--- src/rtl/vs_reader_pkg.sv ---
// Shared types and constants for the result-word reader.
// Latency: n/a (declarations only).
// Backpressure: n/a.
package vs_reader_pkg;

    localparam int COUNT_W = 16;

    localparam logic [COUNT_W-1:0] COUNT_MAX = '1;

    typedef enum logic [1:0] {
        ST_INIT = 2'd0,
        ST_RUN  = 2'd1,
        ST_DONE = 2'd2
    } state_t;

    // Word counter increment that sticks at all-ones instead of wrapping.
    function automatic logic [COUNT_W-1:0] sat_inc(input logic [COUNT_W-1:0] v);
        return (v == COUNT_MAX) ? v : v + 1'b1;
    endfunction

endpackage

--- src/rtl/vs_sync_fifo.sv ---
// Generic synchronous FIFO with a registered pop port.
// Latency: pushed word is poppable the next cycle; popped word appears 1 cycle after pop.
// Backpressure: push ignored while full, pop ignored while empty; caller gates on full/empty.
module vs_sync_fifo #(
    parameter int DATA_W = 32,
    parameter int DEPTH  = 4     // power of two, at least 2
) (
    input  logic              clk,
    input  logic              reset,
    input  logic              push,
    input  logic [DATA_W-1:0] push_data,
    input  logic              pop,
    output logic [DATA_W-1:0] rd_data,
    output logic              rd_valid,
    output logic              empty,
    output logic              full
);

    localparam int AW = $clog2(DEPTH);

    // One extra pointer bit tells a full buffer from an empty one after wrap.
    logic [AW:0]       wr_ptr;
    logic [AW:0]       rd_ptr;
    logic [DATA_W-1:0] mem [DEPTH];
    logic              do_push;
    logic              do_pop;

    assign empty   = (wr_ptr == rd_ptr);
    assign full    = (wr_ptr[AW] != rd_ptr[AW]) && (wr_ptr[AW-1:0] == rd_ptr[AW-1:0]);
    assign do_push = push && !full;
    assign do_pop  = pop && !empty;

    // Storage needs no reset: entries are only read after being written.
    always_ff @(posedge clk) begin
        if (do_push) begin
            mem[wr_ptr[AW-1:0]] <= push_data;
        end
    end

    // Pointer advance; reset discards every buffered entry.
    always_ff @(posedge clk or negedge reset) begin
        if (!reset) begin
            wr_ptr <= '0;
            rd_ptr <= '0;
        end else begin
            if (do_push) begin
                wr_ptr <= wr_ptr + 1'b1;
            end
            if (do_pop) begin
                rd_ptr <= rd_ptr + 1'b1;
            end
        end
    end

    // Registered read port: data holds between pops, valid pulses per pop.
    always_ff @(posedge clk or negedge reset) begin
        if (!reset) begin
            rd_data  <= '0;
            rd_valid <= 1'b0;
        end else begin
            rd_valid <= do_pop;
            if (do_pop) begin
                rd_data <= mem[rd_ptr[AW-1:0]];
            end
        end
    end

endmodule

--- src/rtl/vs_word_reader.sv ---
// Collects result words from a generated FSM into a FIFO, counts them and stops after MAX_WORDS.
// Latency: accepted word readable the cycle after the handshake; rd_data 1 cycle after rd_en.
// Backpressure: in_ready low in INIT, DONE or when the FIFO is full; never depends on in_valid.
module vs_word_reader
    import vs_reader_pkg::*;
#(
    parameter int DATA_W      = 32,
    parameter int DEPTH       = 4,
    parameter int MAX_WORDS   = 8,
    parameter int CHANGE_ONLY = 0
) (
    input  logic               clk,
    input  logic               reset,
    input  logic [DATA_W-1:0]  in_data,
    input  logic               in_valid,
    output logic               in_ready,
    input  logic               rd_en,
    output logic [DATA_W-1:0]  rd_data,
    output logic               rd_valid,
    output logic               empty,
    output logic               full,
    output logic [COUNT_W-1:0] word_count,
    output logic               done
);

    localparam logic [COUNT_W-1:0] MAX_CNT = COUNT_W'(MAX_WORDS);

    state_t            state;
    state_t            state_nxt;
    logic [DATA_W-1:0] last_word;
    logic              have_last;
    logic              handshake;
    logic              is_new;
    logic              accept;
    logic              fifo_full;
    logic              fifo_empty;

    // A handshake always consumes the word; only a new value is stored and counted.
    assign handshake = in_valid && in_ready;
    assign is_new    = (CHANGE_ONLY == 0) || !have_last || (in_data != last_word);
    assign accept    = handshake && is_new;

    assign full  = fifo_full;
    assign empty = fifo_empty;

    // State register; reset drops straight back to INIT so in_ready falls at once.
    always_ff @(posedge clk or negedge reset) begin
        if (!reset) begin
            state <= ST_INIT;
        end else begin
            state <= state_nxt;
        end
    end

    // Next state and handshake-side outputs.
    always_comb begin
        state_nxt = state;
        in_ready  = 1'b0;
        done      = 1'b0;
        case (state)
            ST_INIT: begin
                state_nxt = ST_RUN;
            end
            ST_RUN: begin
                in_ready = !fifo_full;
                if (accept && (sat_inc(word_count) == MAX_CNT)) begin
                    state_nxt = ST_DONE;
                end
            end
            ST_DONE: begin
                done = 1'b1;
            end
            default: begin
                state_nxt = ST_INIT;
            end
        endcase
    end

    // Accepted-word counter and the last-value memory used by the change filter.
    always_ff @(posedge clk or negedge reset) begin
        if (!reset) begin
            word_count <= '0;
            last_word  <= '0;
            have_last  <= 1'b0;
        end else if (accept) begin
            word_count <= sat_inc(word_count);
            last_word  <= in_data;
            have_last  <= 1'b1;
        end
    end

    vs_sync_fifo #(
        .DATA_W (DATA_W),
        .DEPTH  (DEPTH)
    ) u_fifo (
        .clk       (clk),
        .reset     (reset),
        .push      (accept),
        .push_data (in_data),
        .pop       (rd_en),
        .rd_data   (rd_data),
        .rd_valid  (rd_valid),
        .empty     (fifo_empty),
        .full      (fifo_full)
    );

endmodule

--- config.mk ---
export PLATFORM = sky130hd
export DESIGN_NAME = vs_word_reader
export DESIGN_NICKNAME = d
export VERILOG_FILES = /design/src/rtl/vs_reader_pkg.sv /design/src/rtl/vs_sync_fifo.sv /design/src/rtl/vs_word_reader.sv
export SDC_FILE = /design/constraint.sdc
export NUM_CORES = 1
export LEC_CHECK = 0
export BUFFER_PORTS_ARGS = -buffer_cell sky130_fd_sc_hd__buf_2
export CAP_MARGIN = 5
export CORE_UTILIZATION = 55
export DETAILED_ROUTE_END_ITERATION = 6
export GPL_TIMING_DRIVEN = 0
export HOLD_SLACK_MARGIN = 0.15
export MAX_ROUTING_LAYER = met4
export PLACE_DENSITY = 0.81
export SYNTH_ARGS = -nofsm -noshare
export SYNTH_HDL_FRONTEND = slang
export SYNTH_SLANG_ARGS = --single-unit
export TNS_END_PERCENT = 50
--- constraint.sdc ---
create_clock -name clk -period 5.5 [get_ports clk]
set_input_delay 0.55 -clock clk [delete_from_list [all_inputs] [get_ports clk]]
set_output_delay 0.55 -clock clk [all_outputs]
set_load 0.005 [all_outputs]
==> results.yml <==
clocking:
  htreeDepth: 4
  path_clk_slew_ps: 70
  cts_tree: "built"
  clk_latency_ps: 430
  cts_made_buffers: 17
  clock_sinks: 185
  ctsRootBufferMaster: "clkbuf_16"
  clockBufferDepth: 2
  postCtsSetupBuffers: 0
sta:
  rsz0062_at_grt: "false"
  hold_viol_final: 0
  slew_viol_final: 0
  tns_ps: 0
  relSlewSlack_pct: 39.6
  timing.final.setup_violations: 0
  timing.final.crit_share_pct: 48.9
  timing.final.crit_period_ps: 2690
  tightest_slew_ps: 907
  fmax_mhz: 372
  finClkSkew_ps: 9.72
critical_path:
  crit_arrival_ps: 2740
  cp-start-kind: "flip-flop"
  cp_cell_sequence: "buf_4, xor2_2, o311a_2, clkbuf_1, and2_2"
  cp.required_ps: 5550
  slowest_delay_ps: 830
  critPathSlowestCell: "and2_2"
  endpoint_kind: "flip-flop"
  criticalPathCategory: "flip-flop to flip-flop"
  worst-path-max-fanout: 32
synthesis:
  yosysSeqAreaShare_pct: 71.8
  synth_area_leader_cell: "edfxtp_1"
  syn_avg_cell_area_sq_um: 18.8
  ys_types: 44
  synthTopCellsByArea: "edfxtp_1 52%, dfrtp_1 19%, mux4_2 9.8%, mux2_1 3.2%, mux2_2 2.3%"
  synth-edff-count: 128
  synth_top_cell_area_share_pct: 52.4
  synthesis.nets: 433
  synth-main-ff-cell: "edfxtp_1"
  syn_inst: 391
  synthesis.area_sq_mm: 0.00734
  synth_common_cells: "128 x edfxtp_1, 57 x dfrtp_1, 32 x mux4_2"
  synth_most_common_cell: "edfxtp_1"
  yosys_register_bits: 185
  yosys_warnings: 0
  synthArstFlopShare_pct: 30.8
power:
  p_leak_uw: 0.00329
  totalPowerFinal_uw: 3740
  vdd_drop_max_mv: 0.368
  power_density_mw_per_mm2: 432
floorplanning:
  io_pins: 89
  die-area_sq_mm: 0.0138
  rows: 41
  die_w_microns: 118
  fp.dieH_microns: 118
  core_sq_mm: 0.0128
  initial_core_util_pct: 57.2
final_layout:
  nNetsFinal: 543
  utilization_pct: 67.5
  area_growth_pct: 17.9
  drive_gt1_share_pct: 38.3
global_routing:
  grt_pass1_vias: 4134
  antenna_found_initial: 1
  grt_overflow: 0
  grt_pass1_wl_microns: 21900
  grt_max_degree: 37
  grt.total_usage_pct: 22.2
place:
  hpwlAfterDp_microns: 8450
  place_congestion: 0.840
  numPortBuffers: 88
detailed_routing:
  wl_per_cell_microns: 19.6
  viasPerCell: 5.70
  drtIter0Drc: 291
  via_count: 3919
  routed_wl_microns: 13500
  drtAntennaViolNets: 0
  drtPass1Iterations: 5
  drc: 0
worst_hold_path:
  hold_class: "primary input to flip-flop"
run_status:
  status: "finished clean"
flow_run:
  drv_cap: 0
timing repair:
action                                 in CTS  in global routing
gates resized for setup                     0                  0
endpoints found under the hold margin      21                  0
hold buffers                                1                  0
worst max-delay path: cells and delay by family, from the launching register on:
kind            cells  cell delay (ps)
simple gates        1              830
buf+inv             2              560
flops               1              390
compound gates      1              290
xor+xnor            1              210
power breakdown:
| part | switching, uW | total (uW) | internal, uW |
|---|---|---|---|
| Combinational | 363 | 803 | 440 |
| Sequential | 76.3 | 1700 | 1630 |
| Clock | 543 | 1230 | 689 |
flip-flops by register name, indices dropped and copies added (netlist names):
name,flops
u_fifo.rd_ptr,3
u_fifo.rd_valid,1
u_fifo.rd_data,32
word_count,16
u_fifo.mem,128
state,2
u_fifo.wr_ptr,3
metal layers:
metal	track usage, %	share of wire, %
met1	26.6	41
met2	36.0	52
met3	5.86	5.6
met4	9.29	1.2
met5	-	0
final cells by class:
type,count,area [sq um]
fillers,877,4170
plain buffers,19,125
inverters,7,26.3
repair buffers,91,490
diodes,1,2.50
well taps,172,215
clock inverters,15,178
clock buffers,17,425
flip-flops and latches,185,5270
multi-input cells,180,1920
kinds of logic after synthesis:
group                      synth area share (%)
adders and majority gates                  1.02
DFF                                        71.8
and+or+nand+nor                            5.37
buffers and inverters                      2.06
AOI/OAI and AO/OA                          1.50
muxes                                      15.6
xor gates and xnor gates                   2.59
final timing paths:
path                       slack [ps]  cells after the start                            from                        endpoint
setup / recovery                 2810                      5    u_fifo.rd_ptr[0]$_DFFE_PN0P_      u_fifo.mem[1][7]$_DFFE_PP_
min in group asynchronous         660                      2                           reset  u_fifo.rd_data[14]$_DFFE_PN0P_
max in group asynchronous        4230                      3                           reset    u_fifo.wr_ptr[2]$_DFFE_PN0P_
hold / removal                    330                      1                     in_data[25]     u_fifo.mem[2][25]$_DFFE_PP_
setup reg to reg                 2810                      5    u_fifo.rd_ptr[0]$_DFFE_PN0P_      u_fifo.mem[1][7]$_DFFE_PP_
hold reg to reg                   480                      1  u_fifo.rd_data[14]$_DFFE_PN0P_  u_fifo.rd_data[14]$_DFFE_PN0P_
cells in the final DEF, fill, tap and decap left out, drive strengths merged:
| cell type | n |
|---|---|
| and2 | 6 |
| dlygate4sd3 | 1 |
| or4 | 3 |
| nand2b | 1 |
| nand4 | 10 |
| diode | 1 |
| and4 | 3 |
| dfrtp | 57 |
| o32ai | 1 |
| xor2 | 7 |
| nand2 | 16 |
| and3 | 3 |
| bufinv | 2 |
| nor2 | 8 |
| or3b | 1 |
| a31oi | 3 |
| nor4 | 1 |
| o311a | 1 |
| buf | 105 |
| clkbuf | 21 |
| xnor2 | 13 |
| clkinvlp | 1 |
| clkinv | 4 |
| inv | 15 |
| o21ai | 3 |
| o31ai | 3 |
| nor3 | 5 |
| mux2i | 2 |
| nor2b | 2 |
| mux2 | 36 |
| nand3 | 5 |
| edfxtp | 128 |
| or3 | 3 |
| o31a | 1 |
| a21oi | 5 |
| mux4 | 32 |
| ha | 6 |
metrics by stage:
stage | std cells | worst slack (ps) | hold WS, ps | area (sq um)
after global routing | 687 | 2610 | 311 | 8650
after floorplan | 391 | 3040 | 254 | 7340
final | 687 | 2810 | 332 | 8650
after global placement | 651 | 2250 | 460 | 7990
after CTS | 686 | 2770 | 313 | 8650
after detailed placement | 653 | 2790 | 474 | 8040
No activity file was read; power rests on OpenSTA's default activity.
